`src/rtl/ir_fetch_pkg.sv`:
```
// Shared types and helpers for the instruction fetch unit: FSM state encoding,
// byte-counter sizing and big-endian byte slot placement.
package ir_fetch_pkg;

  typedef enum logic [1:0] {
    IDLE = 2'd0,
    REQ  = 2'd1,
    DONE = 2'd2
  } fetch_state_e;

  // Largest legal instruction length in bytes.
  localparam int unsigned MAX_IR_BYTES = 4;

  // Byte-counter width for an n-byte instruction: clog2(n), never below 1.
  function automatic int unsigned cnt_width(input int unsigned n_bytes);
    int unsigned w;
    w = $clog2(n_bytes);
    return (w < 1) ? 1 : w;
  endfunction

  // Counter width that covers every legal instruction length.
  localparam int unsigned CNT_W = cnt_width(MAX_IR_BYTES);

  // LSB offset of byte idx inside the instruction word; byte 0 is the MS byte.
  function automatic int unsigned byte_lsb(input int unsigned idx,
                                           input int unsigned n_bytes,
                                           input int unsigned data_w);
    return (n_bytes - 1 - idx) * data_w;
  endfunction

endpackage

```
`src/rtl/mar_counter.sv`:
```
// Memory address register with parallel load and +1 increment.
// Ports: clk, rst (async, active-high), load/load_val, inc, mar (current value).
// Load wins over increment; increment wraps modulo 2^ADDR_W.
module mar_counter #(
  parameter int unsigned       ADDR_W     = 8,
  parameter logic [ADDR_W-1:0] RESET_ADDR = '0
) (
  input  logic              clk,
  input  logic              rst,
  input  logic              load,
  input  logic [ADDR_W-1:0] load_val,
  input  logic              inc,
  output logic [ADDR_W-1:0] mar
);

  // Address register.
  always_ff @(posedge clk or posedge rst) begin
    if (rst) begin
      mar <= RESET_ADDR;
    end else if (load) begin
      mar <= load_val;
    end else if (inc) begin
      mar <= mar + ADDR_W'(1);
    end
  end

endmodule

```
`src/rtl/ir_mar_fetch.sv`:
```
// Multi-byte instruction fetch unit with integrated MAR.
// Ports: CLK, RESET (async, active-high); HMAR/BUS_C load the MAR when idle;
// FETCH starts a fetch when idle; MEM_RD/MEM_ACK/DATA_IN form the memory read
// handshake; BUS_DIR is the MAR; IR_OUT is the assembled instruction with a
// one-cycle IR_VALID pulse; BUSY is high while a fetch is in progress.
module ir_mar_fetch
  import ir_fetch_pkg::*;
#(
  parameter int unsigned       DATA_W     = 8,
  parameter int unsigned       ADDR_W     = 8,
  parameter int unsigned       IR_BYTES   = 2,
  parameter logic [ADDR_W-1:0] RESET_ADDR = '0
) (
  input  logic                       CLK,
  input  logic                       RESET,
  input  logic                       HMAR,
  input  logic [ADDR_W-1:0]          BUS_C,
  input  logic                       FETCH,
  output logic                       MEM_RD,
  input  logic                       MEM_ACK,
  input  logic [DATA_W-1:0]          DATA_IN,
  output logic [ADDR_W-1:0]          BUS_DIR,
  output logic [DATA_W*IR_BYTES-1:0] IR_OUT,
  output logic                       IR_VALID,
  output logic                       BUSY
);

  localparam int unsigned IR_W  = DATA_W * IR_BYTES;
  localparam int unsigned BCW   = cnt_width(IR_BYTES);

  fetch_state_e    state, state_next;
  logic [BCW-1:0]  cnt, cnt_next;
  logic [IR_W-1:0] shadow, shadow_next;
  logic [IR_W-1:0] ir_next;
  logic            mar_load, mar_inc;

  mar_counter #(
    .ADDR_W     (ADDR_W),
    .RESET_ADDR (RESET_ADDR)
  ) u_mar (
    .clk      (CLK),
    .rst      (RESET),
    .load     (mar_load),
    .load_val (BUS_C),
    .inc      (mar_inc),
    .mar      (BUS_DIR)
  );

  // State, datapath and output registers; status outputs follow next state.
  always_ff @(posedge CLK or posedge RESET) begin
    if (RESET) begin
      state    <= IDLE;
      cnt      <= '0;
      shadow   <= '0;
      IR_OUT   <= '0;
      IR_VALID <= 1'b0;
      MEM_RD   <= 1'b0;
      BUSY     <= 1'b0;
    end else begin
      state    <= state_next;
      cnt      <= cnt_next;
      shadow   <= shadow_next;
      IR_OUT   <= ir_next;
      IR_VALID <= (state_next == DONE);
      MEM_RD   <= (state_next == REQ);
      BUSY     <= (state_next != IDLE);
    end
  end

  // Next-state, byte capture and MAR control.
  always_comb begin
    state_next  = state;
    cnt_next    = cnt;
    shadow_next = shadow;
    ir_next     = IR_OUT;
    mar_load    = 1'b0;
    mar_inc     = 1'b0;

    unique case (state)
      IDLE: begin
        mar_load = HMAR;
        if (FETCH) begin
          cnt_next   = '0;
          state_next = REQ;
        end
      end
      REQ: begin
        if (MEM_ACK) begin
          // Place the incoming byte in its big-endian slot.
          for (int unsigned i = 0; i < IR_BYTES; i++) begin
            if (cnt == BCW'(i)) begin
              shadow_next[byte_lsb(i, IR_BYTES, DATA_W) +: DATA_W] = DATA_IN;
            end
          end
          mar_inc  = 1'b1;
          cnt_next = cnt + BCW'(1);
          // Last byte: publish the whole word at once, including this byte.
          if (cnt == BCW'(IR_BYTES - 1)) begin
            ir_next    = shadow_next;
            state_next = DONE;
          end
        end
      end
      DONE: begin
        state_next = IDLE;
      end
      default: begin
        state_next = IDLE;
      end
    endcase
  end

endmodule

```
`config.mk`:
```
export PLATFORM = sky130hd
export DESIGN_NAME = ir_mar_fetch
export DESIGN_NICKNAME = d
export VERILOG_FILES = /design/src/rtl/ir_fetch_pkg.sv /design/src/rtl/mar_counter.sv /design/src/rtl/ir_mar_fetch.sv
export SDC_FILE = /design/constraint.sdc
export NUM_CORES = 1
export LEC_CHECK = 0
export ABC_AREA = 1
export BUFFER_PORTS_ARGS = -buffer_cell sky130_fd_sc_hd__buf_4
export CAP_MARGIN = 20
export CORE_MARGIN = 2
export CORE_UTILIZATION = 25
export CTS_CLUSTER_SIZE = 10
export DETAILED_ROUTE_END_ITERATION = 10
export PLACE_DENSITY_LB_ADDON = 0.2
export SLEW_MARGIN = 40
export SYNTH_ARGS = -nofsm -noshare
export SYNTH_HDL_FRONTEND = slang
export SYNTH_SLANG_ARGS = --single-unit
```
`constraint.sdc`:
```
create_clock -name CLK -period 2.4 [get_ports CLK]
set_clock_uncertainty 0.05 [all_clocks]
set_input_delay 0.24 -clock CLK [delete_from_list [all_inputs] [get_ports CLK]]
set_output_delay 0.24 -clock CLK [all_outputs]
set_load 0.005 [all_outputs]
```
# [Word-level counts from Yosys, hierarchy flattened]
# Cells that the tools add are included.
# W data, S select, Z words.
[classes] addsub=2 eq_ne=5 n_mux=14 reduce_logical=7
[ops] cell="$mux W8" n=4
[ops] cell="$add A8 B1 Y8 const B" n=1
[ops] cell="$mux W2" n=3
[ops] cell="$reduce_and A3 Y1" n=2
[ops] cell="$reduce_bool A2 Y1" n=3
[ops] cell="$mux W1" n=5
[ops] cell="$eq A2 B1 Y1 const B" n=2
[ops] cell="$ne A2 B2 Y1 const B" n=2
[ops] cell="$pmux W2 S2" n=1
[ops] cell="$eq A2 B2 Y1 const B" n=1
[ops] cell="$logic_not A2 Y1" n=1
[ops] cell="$pmux W1 S2" n=1
[ops] cell="$reduce_and A2 Y1" n=1
[ops] cell="$add A1 B1 Y1 const B" n=1
[totals] regBits=46 inputBits=21 output_inout_bits=27 word_cells=36

# [Depth between registers and ports, before layout]
# Gate-level depths: netlist of run 1.
[logic_depth] word_depth=4 depth_mapped=7 ltp_nobuf=7

# [Cells and area by module]
# Synthesis of run 1 repeated with hierarchy kept, for this count alone.
[unflattened] hier_cells=215 area_unflattened_um2=1806.7
[by_module_without_submodules] module="ir_mar_fetch" instances=1 cells_each=151 area_each_um2=1316.3 seq_area_each_um2=750.7
[by_module_without_submodules] module="mar_counter" instances=1 cells_each=64 area_each_um2=490.5 seq_area_each_um2=200.2

# [Least setup slack after synthesis of run 1]
# No wires, ideal clock.
[synth_timing] path_kind="register to register" startpoint="reg u_mar.mar[0]" endpoint="reg u_mar.mar[2]" setup_time_ns=0.117 arrival_time_ns=1.114 t_required_ns=2.233 slack_ns=1.119 stages_incl_launch_ff=7 path_buffers=0 period_less_slack_ns=1.281 path_cell_list="dfrtp_1 -> ha_1 -> or2_2 -> nand3_1 -> nand2_1 -> nand2_1 -> nand2_1"
[synth_via] elab_chain_len=3
[synth_rtl] item="from (decl)" line_no="mar_counter.sv:13" rtl="output logic [ADDR_W-1:0] mar"
[synth_rtl] item="from (signal assigned)" line_no="mar_counter.sv:21" rtl="mar <= load_val;"
[synth_rtl] item="from (signal assigned)" line_no="mar_counter.sv:23" rtl="mar <= mar + ADDR_W'(1);"
[synth_rtl] item="$add A8 B1 Y8" line_no="mar_counter.sv:23"
[synth_rtl] item="$mux W8" line_no="mar_counter.sv:22" rtl="end else if (inc) begin"
[synth_rtl] item="$mux W8" line_no="mar_counter.sv:20" rtl="end else if (load) begin"
# No other way between the ends. The select of a mux whose other input is x is not followed.
# A chain may end at the register's enable or synchronous reset.

# [Final worst setup path of run 1]
[layout_timing] startpoint="reg cnt" endpoint="reg IR_OUT[15]"
[layout_via] elab_chain_len=1 word_cells_on_any_way=2 cone_classes="mux: 1; reduce/logical: 1"
[layout_rtl] item="from (decl)" line_no="ir_mar_fetch.sv:32" rtl="logic [BCW-1:0] cnt, cnt_next;"
[layout_rtl] item="from (signal assigned)" line_no="ir_mar_fetch.sv:61" rtl="cnt <= cnt_next;"
[layout_rtl] item="$reduce_and A3 Y1 (no line) / $mux W8 (equally long branches)"
[layout_rtl] item="to (signal assigned)" line_no="ir_mar_fetch.sv:63" rtl="IR_OUT <= ir_next;"
[layout_rtl] item="to (decl)" line_no="ir_mar_fetch.sv:23" rtl="output logic [DATA_W*IR_BYTES-1:0] IR_OUT,"
# Parallel ways exist; a longest one is shown, timed or not.

==> out/metrics.yaml, run 1 <==
clock_tree:
  cts_bufs_inserted: 5
  cts.repair_timing.setup_buffer_count: 0
  insertion_delay_ps: 290
  resized_gates_after_cts: 0
  cts.root.buffer_cell: "clkbuf_8"
  cts_htree_levels: 2
  max-clock-path-buffers: 2
  post_cts_hold_buffer_count: 0
  cts_tree: "yes"
  cts_num_sinks: 38
  worst_setup_hold_path_clk_slew_ps: 80
yosys:
  seq_area_frac_synth_pct: 55.0
  synthesis.area_um2: 1730
  basic_gate_share_of_the_synthesized_area_counting_and_or_nand_and_nor_cells_pct: 28.2
  yosys-mux-area-fraction_pct: 0
  synthesis.nets: 226
  synth.ff_latch_count: 38
  post_synth_inst_count: 204
  synth_warnings: 0
  synth_xor_area_share_pct: 0.507
  synth_compound_gate_area_share_pct: 8.25
  post_synth_cell_types: 21
  synth_fa_ha_area_share_pct: 0.724
  main_combinational_cell_family_by_area_after_synthesis: "simple AND/OR/NAND/NOR gates"
  synth.avg_cell_area_um2: 8.47
place:
  place_inst: 326
  io_buffer_count: 47
  hpwlAfterDp_um: 2850
  gp_congestion: 0.787
drt:
  detailroute.via_count: 1451
  final_wl_um: 4060
  drcViolationCount: 0
  drtPass1Iterations: 4
  routed_via_density: 4.34
  first_iter_violations: 59
  residual_antenna_violating_net_count_after_detailed_routing: 0
  wl_per_cell_um: 12.2
sta:
  finalHoldViolCount: 0
  worst_slew_margin_rel_pct: 65.8
  grt_setup_unrepaired: "no"
  min_period_over_period_pct: 66.6
  setup_total_negative_slack_ps: 0
  fmax_ghz: 0.625
  final.hold.worst_slack_ps: 19.6
  timing.final.crit_period_ps: 1600
  worst-slew-pin-transition_ps: 512
  report.final.setup_viol: 0
  final_max_slew_viol_count: 0
critical_path:
  critical_path_required_ps: 2540
  worst-r2r-cell-count: 5
  worst_ep_arrival_time_ps: 1740
  worst_setup_path_end_kind: "flip-flop"
  worst-path-max-fanout: 17
  r2r_setup_slack_ps: 800
  category_of_the_most_critical_setup_path: "flip-flop to flip-flop"
  startpoint_type: "flip-flop"
power:
  vdd_drop_max_mv: 0.438
  power.density_cell_area_nw_per_um2: 1270
  power.leakage_uw: 0.00122
  power_uw: 2880
die:
  start_util_pct: 25.6
  die_width_um: 87.1
  top_level_ports: 48
  fp.dieH_um: 87.1
  dieArea_um2: 7590
  placement_rows: 30
  core_um2: 6760
final_layout:
  num-fill-cells: 727
  antennaDiodeCount: 0
  share_of_post_route_cells_with_drive_strength_above_1_pct: 24.8
  finish.utilization_pct: 33.7
  fin_cells: 334
  flow.area_growth_from_synthesis_pct: 31.6
  finalNetCount: 275
global_routing:
  grt_use_total_pct: 11.0
  grt_pass1_wl_um: 6530
  grt_start_max_net_pins: 39
  antenna_violations_before_repair: 0
  vias_in_the_first_global_route: 1382
  grt_overflow_total: 0
run:
  max_cap_viol_count: 0
min_path:
  hold_class: "input pin to async pin"
status:
  outcome: "finished, final reports clean"
## state kept, by name, indices dropped and copies added, names as in the netlist
signal	flops
BUSY	1
IR_OUT	16
IR_VALID	1
MEM_RD	1
cnt	1
shadow	8
state	2
u_mar.mar	8
## power breakdown
part	switching (uW)	total [uW]	internal [uW]
combinational	540	1040	496
clock	235	679	443
sequential	243	1170	924
## synth_stat cells (all sizes together)
library cell	n	area, um2
a21oi	3	15.0
or2	1	6.26
o211ai	1	7.51
nand2	95	362
a31oi	2	12.5
inv	18	70.1
o21ai	20	100
nor2	9	66.3
clkbuf	1	3.75
buf	5	52.6
o21bai	1	7.51
ha	1	12.5
nand3	8	52.6
dfrtp	38	951
xor2	1	8.76
## logic make-up after synthesis
logic type | count (synthesis)
fa+ha+maj | 1
compound gates | 27
flops | 38
simple gates | 113
xor+xnor | 1
buf+inv | 24
## critical path: stages (launching register included)
cell and delay (ps):
dfrtp_1 630, inv_1 230, nor2_8 300, inv_4 150, nand2_1 80, o21ai_1 50
## routing by layer
metal  track usage (%)  part of all wire [%]  vias up
li1                  -                     -      732
met3              2.94                   6.6        5
met2              16.4                    44       45
met1              15.3                    48      669
met5                 0                     0        -
met4              3.78                   1.1        0
## through the flow
stage / setup slack (ps) / area [um2]
global placement: 801 / 2130
detailed placement: 768 / 2130
global route: 668 / 2270
floorplan: 1120 / 1730
finish: 800 / 2270
CTS: 761 / 2270
## cells in the final DEF, fill, tap and decap left out
| cell type | instances |
|---|---|
| a21oi_1 | 3 |
| a31oi_1 | 2 |
| buf_4 | 48 |
| bufinv_16 | 2 |
| clkbuf_8 | 6 |
| dfrtp_1 | 38 |
| ha_1 | 1 |
| inv_1 | 17 |
| inv_4 | 1 |
| nand2_1 | 93 |
| nand2_2 | 2 |
| nand3_1 | 7 |
| nand3_4 | 1 |
| nor2_1 | 7 |
| nor2_8 | 2 |
| o211ai_1 | 1 |
| o21ai_0 | 17 |
| o21ai_1 | 3 |
| o21bai_1 | 1 |
| or2_2 | 1 |
| xor2_1 | 1 |
## worst paths after layout
| path | start | endpoint |
|---|---|---|
| min | RESET | BUSY |
| max in group asynchronous | RESET | IR_VALID |
| min reg2reg | shadow[14] | IR_OUT[14] |
| min in group CLK | DATA_IN[4] | IR_OUT[4] |
| max | cnt | IR_OUT[15] |
| max reg2reg | cnt | IR_OUT[15] |
## final cells by class
class	instances	area [um2]	share of cell area (%)
Clock inverter	2	60.1	2.64
Multi-Input combinational cell	142	651	28.6
Clock buffer	6	82.6	3.63
Inverter	18	70.1	3.08
Timing Repair Buffer	48	360	15.8
Sequential cell	38	951	41.8
Tap cell	80	100	4.40
(Power assumes the default switching activity.)
==> run 2: changes to the inputs <==
- ABC_AREA: 1 -> 0
- clock period: 2.4 -> 1.35 ns (I/O delays scaled with it)
==> out/metrics.yaml, run 2 <==
status:
  outcome: "complete, but fails checks"  # was finished, final reports clean
  violations: "hold timing, setup timing"
critical_path:
  category_of_the_most_critical_setup_path: "flip-flop to flip-flop"  # unchanged
  worst_ep_arrival_time_ps: 1520  # was 1740 ps
  r2r_setup_slack_ps: -40  # was 800 ps
  worst_setup_path_end_kind: "flip-flop"  # unchanged
  startpoint_type: "flip-flop"  # unchanged
  critical_path_required_ps: 1480  # was 2540 ps
  worst-path-max-fanout: 8  # was 17
yosys:
  synthesis.area_um2: 1620  # was 1730 um2
  synthArstFlopShare_pct: 100  # unchanged
  seq_area_frac_synth_pct: 58.9  # was 55.0%
  synthesis.nets: 175  # was 226
  post_synth_inst_count: 153  # was 204
  synth_warnings: 0  # unchanged
  synth_ff_type: "dfrtp_1"  # unchanged
  yosysMostFrequentCell: "nand2_1"  # unchanged
  synth.avg_cell_area_um2: 10.6  # was 8.47 um2
  synth.ff_latch_count: 38  # unchanged
  post_synth_cell_types: 32  # was 21
  synth_top_area_share_pct: 58.9  # was 55.0%
  netlist_top_cells_area: "dfrtp_1, nand2_1, mux2_2, xnor2_1, buf_6"  # was dfrtp_1, nand2_1, o21ai_0, inv_1, buf_6
  ys_top_cells_by_count: "nand2_1, dfrtp_1, mux2_2"  # was nand2_1, dfrtp_1, inv_1, o21ai_0
  post_synth_edffs: 0  # unchanged
  synth_top_area_cell: "dfrtp_1"  # unchanged
min_path:
  hold_class: "input pin to flip-flop"  # was input pin to async pin
power:
  power.leakage_uw: 0.00118  # was 0.00122 uW
  power.density_cell_area_nw_per_um2: 2150  # was 1270 nW/um2
  power_uw: 5140  # was 2880 uW
  vdd_drop_max_mv: 0.791  # was 0.438 mV
global_routing:
  grt_start_max_net_pins: 39  # unchanged
  grt_overflow_total: 0  # unchanged
  vias_in_the_first_global_route: 1349  # was 1,382
  antenna_violations_before_repair: 0  # unchanged
  grt_use_total_pct: 11.5  # was 11.0%
  grt_pass1_wl_um: 6510  # was 6530 um
final_layout:
  antennaDiodeCount: 0  # unchanged
  post_route_cell_area_um2: 2390  # was 2270 um2
  flow.area_growth_from_synthesis_pct: 47.9  # was 31.6%
  reg_top3: "IR_OUT x16, shadow x8, u_mar.mar x8"  # unchanged
  layout_common_cells: "buf_4, nand2_1, dfrtp_1, mux2_4, dlygate4sd3_1"  # was nand2_1, buf_4, dfrtp_1, inv_1, o21ai_0
  number_of_flip_flops_under_the_largest_register_name: 16  # unchanged
  top_register: "IR_OUT"  # unchanged
  share_of_post_route_cells_with_drive_strength_above_1_pct: 39.6  # was 24.8%
  mostFrequentLayoutCell: "buf_4"  # was nand2_1
  finalNetCount: 243  # was 275
clock_tree:
  cts_num_sinks: 38  # unchanged
  cts_bufs_inserted: 5  # unchanged
  cts.root.buffer_cell: "clkbuf_8"  # unchanged
  max-clock-path-buffers: 2  # unchanged
  cts_tree: "yes"  # unchanged
  insertion_delay_ps: 290  # about the same
  cts_htree_levels: 2  # unchanged
  worst_setup_hold_path_clk_slew_ps: 80  # about the same
place:
  gp_congestion: 0.712  # was 0.787
  cell_area_after_placement_um2: 2130  # about the same
  hpwlAfterDp_um: 2620  # was 2850 um
  io_buffer_count: 47  # unchanged
drt:
  residual_antenna_violating_net_count_after_detailed_routing: 0  # unchanged
  wl_per_cell_um: 12.7  # was 12.2 um
  detailroute.via_count: 1306  # was 1,451
  final_wl_um: 3800  # was 4060 um
  drtPass1Iterations: 4  # unchanged
  drcViolationCount: 0  # unchanged
  routed_via_density: 4.37  # was 4.34
  first_iter_violations: 87  # was 59
die:
  top_level_ports: 48  # unchanged
  start_util_pct: 25.6  # about the same
  die_width_um: 84.4  # was 87.1 um
  dieArea_um2: 7120  # was 7590 um2
  fp.dieH_um: 84.4  # was 87.1 um
  core_um2: 6310  # was 6760 um2
  placement_rows: 29  # was 30
run:
  max_cap_viol_count: 0  # unchanged
sta:
  setup_total_negative_slack_ps: -293  # was 0 ps
  timing.final.crit_period_ps: 1390  # was 1600 ps
  worst_slew_margin_rel_pct: 80.6  # was 65.8%
  final_max_slew_viol_count: 0  # unchanged
  final_critical_path_setup_slack_ps: -41.1  # was 800 ps
  fmax_ghz: 0.719  # was 0.625 GHz
  finalHoldViolCount: 1  # was 0
  grt_setup_unrepaired: "yes"  # was no
  min_period_over_period_pct: 103  # was 66.6%
  worst-slew-pin-transition_ps: 289  # was 512 ps
  report.final.setup_viol: 10  # was 0
  final.hold.worst_slack_ps: -1.93  # was 19.6 ps
[run 2: cell types whose count changed in the layout (fill, tap and decap cells not counted), sizes merged, moves of 4 or more]
cell	change
nor2	-5
xnor2	+4
o21ai	-13
nand3	-7
inv	-12
dlygate4sd3	+8
nand2	-38
buf	+12
mux2	+9
[run 2: layout make-up]
| cell class | instances | area (um2) |
|---|---|---|
| flip-flops and latches | 38 | 951 |
| well taps | 77 | 96.3 |
| multi-input cells | 102 | 643 |
| clock buffers | 5 | 68.8 |
| clock inverters | 3 | 45.0 |
| inverters | 6 | 25.0 |
| repair buffers | 68 | 559 |
| fillers | 662 | 3930 |
[run 2: path summary, 6_finish.rpt]
kind,startpoint,endpoint,cells after the start
setup / recovery,state[1],shadow[9],4
hold / removal,DATA_IN[2],IR_OUT[2],3
setup reg to reg,state[1],shadow[9],4
hold reg to reg,IR_OUT[5],IR_OUT[5],2
max in group asynchronous,RESET,BUSY,4
min in group asynchronous,RESET,shadow[12],4
[run 2: logic make-up (layout without fill, tap and decap cells)]
family          after synthesis  count (layout)  synth area share, %
fa+ha+maj                     1               1                0.774
simple gates                 73              73                 20.6
compound gates               11              11                 4.11
mux                          11              11                 7.75
flops                        38              38                 58.9
xor+xnor                      6               6                 3.25
buf+inv                      13              82                 4.65
[run 2: per-layer routing]
| layer | global-route usage [%] | share of wire (%) | vias to the layer above | wire length, um |
|---|---|---|---|---|
| li1 | - | - | 627 | - |
| met1 | 14.6 | 46 | 632 | 1740 |
| met2 | 18.7 | 46 | 40 | 1760 |
| met3 | 3.44 | 6.7 | 7 | 254 |
| met4 | 4.33 | 1.2 | 0 | 47 |
| met5 | 0 | 0 | - | 0 |
[run 2: what timing repair did]
item                                    CTS  global route
pin swaps                                 1             2
endpoints found under the setup margin   19            16
endpoints found under the hold margin    45             0
hold buffers                              8             0
resized for setup                        11             2
setup buffers                             1             0
[run 2: metrics by stage]
| step | hold slack (ps) | instances | setup WS, ps | util [%] |
|---|---|---|---|---|
| finish | -1.93 | 299 | -41.1 | 37.8 |
| global route | 14.1 | 299 | -75.2 | 37.8 |
| CTS | 0.415 | 299 | -70.2 | 37.7 |
| detailed placement | 164 | 282 | -96.5 | 33.7 |
| global placement | 164 | 282 | -68.5 | 33.7 |
| floorplan | 190 | 153 | -13.9 | - |
[run 2: worst max-delay path: stages (launching register included)]
cell and delay, ps:
dfrtp_1 380, nand3b_1 250, nor2_4 150, buf_12 150
mux2_4 300
[run 2: power by group]
group | leakage (uW) | internal, uW | switching, uW
combinational | 0.000664 | 1250 | 882
sequential | 0.000464 | 1670 | 359
clock | 0.0000504 | 550 | 430
